`config.mk`:
```
export PLATFORM = sky130hd
export DESIGN_NAME = frame_config_sequencer
export DESIGN_NICKNAME = d
export VERILOG_FILES = /design/src/rtl/frame_config_sequencer.sv
export SDC_FILE = /design/constraint.sdc
export NUM_CORES = 1
export LEC_CHECK = 0
export ABC_AREA = 0
export BUFFER_PORTS_ARGS = -buffer_cell sky130_fd_sc_hd__buf_2
export CORE_UTILIZATION = 40
export DETAILED_ROUTE_END_ITERATION = 10
export GPL_ROUTABILITY_DRIVEN = 0
export GPL_TIMING_DRIVEN = 0
export PLACE_DENSITY = 0.73
export SYNTH_ARGS = -nofsm -noshare
export SYNTH_HDL_FRONTEND = slang
export SYNTH_SLANG_ARGS = --single-unit
```
`constraint.sdc`:
```
create_clock -name CLK -period 2.1 [get_ports CLK]
set_input_delay 0.105 -clock CLK [delete_from_list [all_inputs] [get_ports CLK]]
set_output_delay 0.105 -clock CLK [all_outputs]
set_load 0.005 [all_outputs]
```
`src/rtl/frame_config_sequencer.sv`:
```
// Frame configuration sequencer: turns a sync-armed command/data word stream into
// FrameData loads followed by a one-hot FrameStrobe pulse of StrobeCycles cycles.
module frame_config_sequencer #(
  parameter int          MaxFramesPerCol = 20,
  parameter int          FrameBitsPerRow = 32,
  parameter int          StrobeCycles    = 1,
  parameter logic [31:0] SyncWord        = 32'hFAB0_FAB1
) (
  input  logic                       CLK,
  input  logic                       reset,
  input  logic [31:0]                s_data,
  input  logic                       s_valid,
  output logic                       s_ready,
  output logic [FrameBitsPerRow-1:0] FrameData,
  output logic [MaxFramesPerCol-1:0] FrameStrobe,
  output logic                       busy,
  output logic                       done,
  output logic                       error,
  output logic [15:0]                frames_written
);

  typedef enum logic [2:0] {IDLE, CMD, DATA, SETUP, STROBE, HOLD} state_t;

  localparam logic [8:0] MaxIdx = 9'(MaxFramesPerCol);
  localparam logic [3:0] StrobeLoad = 4'(StrobeCycles);

  state_t                     state, state_n;
  logic [7:0]                 idx, idx_n;
  logic                       discard, discard_n;
  logic [3:0]                 cnt, cnt_n;
  logic [FrameBitsPerRow-1:0] data_n;
  logic [MaxFramesPerCol-1:0] strobe_n;
  logic                       ready_n, busy_n, done_n, error_n;
  logic [15:0]                count_n;
  logic                       xfer;

  function automatic logic [15:0] sat_inc(input logic [15:0] v);
    return (v == 16'hFFFF) ? v : v + 16'd1;
  endfunction

  function automatic logic [MaxFramesPerCol-1:0] onehot(input logic [7:0] i);
    logic [MaxFramesPerCol-1:0] r;
    for (int b = 0; b < MaxFramesPerCol; b++) r[b] = (i == 8'(b));
    return r;
  endfunction

  assign xfer = s_valid && s_ready;

  always_comb begin
    state_n   = state;
    idx_n     = idx;
    discard_n = discard;
    cnt_n     = cnt;
    data_n    = FrameData;
    strobe_n  = FrameStrobe;
    done_n    = 1'b0;
    error_n   = error;
    count_n   = frames_written;
    case (state)
      IDLE: if (xfer && s_data == SyncWord) state_n = CMD;
      CMD: begin
        // A repeated sync word is harmless here even though its opcode is undefined
        if (xfer && s_data != SyncWord) begin
          case (s_data[31:24])
            8'h00: begin end
            8'h01: begin
              idx_n     = s_data[7:0];
              discard_n = ({1'b0, s_data[7:0]} >= MaxIdx);
              if ({1'b0, s_data[7:0]} >= MaxIdx) error_n = 1'b1;
              state_n   = DATA;
            end
            8'h02: begin
              state_n = IDLE;
              done_n  = 1'b1;
            end
            default: error_n = 1'b1;
          endcase
        end
      end
      DATA: begin
        if (xfer) begin
          if (discard) begin
            state_n = CMD;
          end else begin
            data_n  = FrameBitsPerRow'(s_data);
            state_n = SETUP;
          end
        end
      end
      SETUP: begin
        strobe_n = onehot(idx);
        cnt_n    = StrobeLoad;
        state_n  = STROBE;
      end
      STROBE: begin
        if (cnt <= 4'd1) begin
          strobe_n = '0;
          cnt_n    = 4'd0;
          state_n  = HOLD;
        end else begin
          cnt_n = cnt - 4'd1;
        end
      end
      HOLD: begin
        state_n = CMD;
        count_n = sat_inc(frames_written);
      end
      default: state_n = IDLE;
    endcase
    // Handshake and busy are registered from the next state so they line up with it
    ready_n = (state_n == IDLE) || (state_n == CMD) || (state_n == DATA);
    busy_n  = !((state_n == IDLE) || (state_n == CMD));
  end

  always_ff @(posedge CLK) begin
    if (reset) begin
      state          <= IDLE;
      idx            <= 8'd0;
      discard        <= 1'b0;
      cnt            <= 4'd0;
      FrameData      <= '0;
      FrameStrobe    <= '0;
      s_ready        <= 1'b1;
      busy           <= 1'b0;
      done           <= 1'b0;
      error          <= 1'b0;
      frames_written <= 16'd0;
    end else begin
      state          <= state_n;
      idx            <= idx_n;
      discard        <= discard_n;
      cnt            <= cnt_n;
      FrameData      <= data_n;
      FrameStrobe    <= strobe_n;
      s_ready        <= ready_n;
      busy           <= busy_n;
      done           <= done_n;
      error          <= error_n;
      frames_written <= count_n;
    end
  end

endmodule

```
==> key figures <==
Detailed routing
  – DRC marker count from the first detailed-route iteration: between 100 and 150
  – Post-detailed-route DRC marker count: 2
  – Final antenna-violating net count: 0
  – Routed via count: 3,531
  – Via/cell ratio: 5.25
  – Number of search-and-repair iterations in the first detailed-routing pass: 8
  – Drt total wl: 9.64 mm
  – Wire length per cell after detailed routing: roughly 14 microns

Setup path
  – Critical path data arrival time: 2.20 ns
  – Crit path kind: reg -> reg
  – Minimum setup slack among reg-to-reg paths: 0.12 ns
  – Number of cell instances on the worst register-to-register path: 6
  – Max stage delay cell, worst path: o41a_4
  – Data required time of the critical path: roughly 2.3 ns
  – Series of cell instances along the critical path: buf_4 > or3b_1 > o41a_4 > clkbuf_4 > a22oi_1 > nor2_1
  – Critical R2R Capture: FrameStrobe[7]
  – End point of the critical path: FrameStrobe[7]
  – Critical Path Source Type: flop
  – Largest fanout on the critical path: 10
  – Buffering stage count on the worst path with inverters included: 2
  – Worst reg2reg path startpoint: state[2]
  – First element of the critical path: state[2]
  – Longest individual stage delay on the worst path: 0.50 ns
  – Kind of cell with the highest combined delay on the critical path: compound AO/OA/AOI/OAI gates
  – Number of cells on the critical path: 6
  – Nature of the critical path endpoint: flop

Logic synthesis
  – Dominant cells by area after synthesis: dfxtp_1 48%, nand2_1 7.5%, a21oi_1 6.1%, nor2_1 5.5%, a22oi_1 3.5%
  – Share of synthesized flip-flops with an asynchronous set or reset: 0%
  – Number of synthesized flops with an enable pin: 0
  – Netlist Area Pre-Place: 3680 sq um
  – Number of warning messages in the yosys log: 0
  – Number of unique standard cell types used by synthesis: 47
  – Cell type with the highest aggregate area in the netlist: dfxtp_1
  – Syn_area_per_cell: 8.60 sq um
  – Fraction of the yosys area taken by sequential cells: 47.9%
  – Number of register bits inferred by synthesis: 88
  – Area fraction of the dominant cell type after synthesis: 47.9%
  – Post-synthesis net count: 466
  – Synthesized instance count: approximately 430
  – Most instantiated flip-flop cell in the synthesis netlist: dfxtp_1

Clock tree
  – Number of clock buffers inserted by TritonCTS: 9
  – Largest buffer count on any clock path: 2
  – Clock tree from TritonCTS: done
  – Clock latency on the worst-skew pair: 0.36 ns
  – Clock slew seen by the registers of the worst setup and hold paths: 0.08 ns
  – Total clock sinks: 88
  – H-tree depth: 3
  – Library cell used as clock root buffer: clkbuf_8

Global route
  – Leftover overflow at the end of global routing: 0
  – GRT Overall Usage: 20.5%
  – Largest net degree at the start of global routing: 15
  – First-pass GRT wire length: 15.8 mm
  – Antenna violations before repair: 0
  – Via count of the first global-routing pass: 3,343

Pwr
  – Peak supply drop: between 0.0002 and 0.0003 V
  – Logic gate share of total power: roughly 3.8%
  – Flop pwr share: a little over half
  – Fraction of power spent switching nets: between 20% and 30%
  – Pwr Total: 3160 uW
  – Net Sw Power: 649 uW
  – Internal: around 2500 uW
  – Areal power density over the cells: 664 nW/um^2
  – Clock network fraction of total power: 43.5%
  – Leakage: 0.00192 uW

Timing
  – Crit path time final: around 2.0 ns
  – Max_slew headroom: 54.3%
  – Final Cycle Share: between 90 and 100%
  – RSZ-0062 raised after global routing: false
  – Endpoints failing setup: 0
  – Final hold violations: 0
  – Fin. max-slew vios: 0
  – Actual transition at the worst max-transition pin: 0.680 ns
  – Final worst clock skew: 0.0115 ns
  – Maximum clock frequency: 0.506 GHz

Cells and area
  – Filler cell count: 805
  – Sequential cell area in the final layout: 1760 sq um
  – Area added between synthesis and finish: 29.2%
  – Area taken by multi-input logic gates: 1820 sq um
  – Antenna cells: 0
  – Final nets: 597
  – Share of layout cells above drive strength 1: 26.6%
  – Final Non-Filler Cells: about 670

Die
  – Effective utilization at floorplan: a little over two fifths
  – Number of top-level pins: 107
  – Die area: 9590 sq um
  – Std cell rows: 34
  – Vertical die dimension: 97.9 microns
  – Core region area: 8810 sq um
  – Die X-Extent: 97.9 microns

Hold path
  – Class of the worst hold path: in -> reg

Outcome
  – Failing checks: DRC
  – Status: finished, violations left

Placement
  – Final HPWL DP: 6.90 mm
  – IO Port Bufs: between 100 and 150
  – Placed cell count: 642

Run
  – Maximum capacitance violations: 0
-- logic make-up after synthesis --
kind of cell             after synthesis  synth area share (%)
AO/OA/AOI/OAI                         80                  13.6
adder cells (fa/ha/maj)                3                  1.02
buffers and inverters                 27                  3.47
multiplexers                           9                  2.45
flip-flops                            88                  47.9
AND/OR/NAND/NOR                      208                  28.5
XOR/XNOR                              13                  3.09
-- layer usage --
metal  vias up  wire length [microns]  GRT usage (%)
met5         -                      0              0
met4         0                    320           11.7
met2        72                   4740           33.3
met3        30                    320           2.72
met1      1662                   4260           26.1
li1       1767                      -              -
-- layout make-up --
| type | instances | area share (%) |
|---|---|---|
| tap | 108 | 2.84 |
| inverter | 5 | 0.395 |
| buffer | 22 | 2.34 |
| clock inverter | 5 | 2.21 |
| timing repair buffer | 120 | 14.1 |
| clock buffer | 11 | 2.76 |
| multi-input combinational | 313 | 38.3 |
| sequential | 88 | 37.1 |
-- layout by cell type (no fill, tap or decap), drive strengths merged, types with 4 or more instances in the layout --
| master | synthesis | final |
|---|---|---|
| dlygate4sd3 | 0 | 14 |
| nand4b | 6 | 6 |
| nor3 | 17 | 17 |
| or3 | 5 | 5 |
| mux2i | 9 | 9 |
| o21ai | 5 | 5 |
| buf | 12 | 117 |
| nand2 | 74 | 74 |
| nand3 | 7 | 7 |
| xor2 | 7 | 7 |
| clkbuf | 10 | 22 |
| xnor2 | 6 | 6 |
| nand4 | 8 | 8 |
| a22oi | 17 | 17 |
| inv | 5 | 5 |
| and2 | 4 | 4 |
| nor4 | 7 | 7 |
| dfxtp | 88 | 88 |
| or3b | 5 | 5 |
| nor2 | 55 | 55 |
| a21oi | 45 | 45 |
-- synthesized netlist by cell type, types with 3 or more instances --
cell type  instances
nand2_1           74
buf_2              9
dfxtp_1           88
or3b_2             3
a21oi_1           45
ha_1               3
nor3_1            15
or3_1              5
and4_1             3
clkbuf_1          10
a22oi_1           17
nand4_1            8
inv_1              5
nand4b_1           6
mux2i_1            9
nand3_1            7
nand3b_1           3
and2_1             4
a32oi_1            3
xnor2_1            6
nor4_1             7
nor2_1            54
o21ai_0            5
xor2_1             7
-- worst min path at each step --
stage / startpoint / endpoint / slack [ns] / depth (start not counted)
after detailed placement: reset / state[2] / 0.36 / 2
after CTS: s_data[12] / FrameData[12] / 0.002 / 3
after global routing: s_data[30] / FrameData[30] / 0.007 / 3
after global placement: s_data[11] / FrameData[11] / 0.36 / 3
after floorplan: reset / state[2] / 0.20 / 1
final: s_data[12] / FrameData[12] / 0.005 / 3
-- tightest hold or removal path, stage by stage --
cell and delay, ns:
buf_2 0.11, nand2_1 0.05, a21oi_1 0.05
-- per-stage QoR --
step	util, %	area [sq um]	setup TNS (ns)	hold slack, ns	setup WS (ns)
6_report	54.0	4750	0	0.00472	0.124
5_1_grt	54.0	4750	0	0.00688	0.0126
4_1_cts	53.7	4730	0	0.00214	0.0213
3_5_place_dp	49.3	4350	-0.0281	0.360	-0.0158
3_3_place_gp	49.3	4350	-0.0731	0.357	-0.0393
2_1_floorplan	-	3680	0	0.195	0.272
-- power by group through the flow --
stage / clock network, uW / registers (uW) / logic (uW)
floorplan: 0 / 1710 / 34.3
global placement: 0 / 1710 / 97.4
detailed placement: 0 / 1710 / 98.2
CTS: 1400 / 1670 / 119
global route: 1470 / 1670 / 129
finish: 1370 / 1670 / 120
-- timing repair --
action                                 CTS  global route
setup buffers                            0             0
setup endpoints to repair                2             5
endpoints found under the hold margin   14             0
gates cloned                             0             0
hold buffers                            14             0
gates resized for setup                  1             6
-- sequential cells by signal, indices dropped and copies added, names as in the netlist --
register	flops
frames_written	16
s_ready	1
FrameData	32
FrameStrobe	20
done	1
busy	1
error	1
idx	8
discard	1
cnt	4
state	3
No activity file was read; power rests on OpenSTA's default activity.
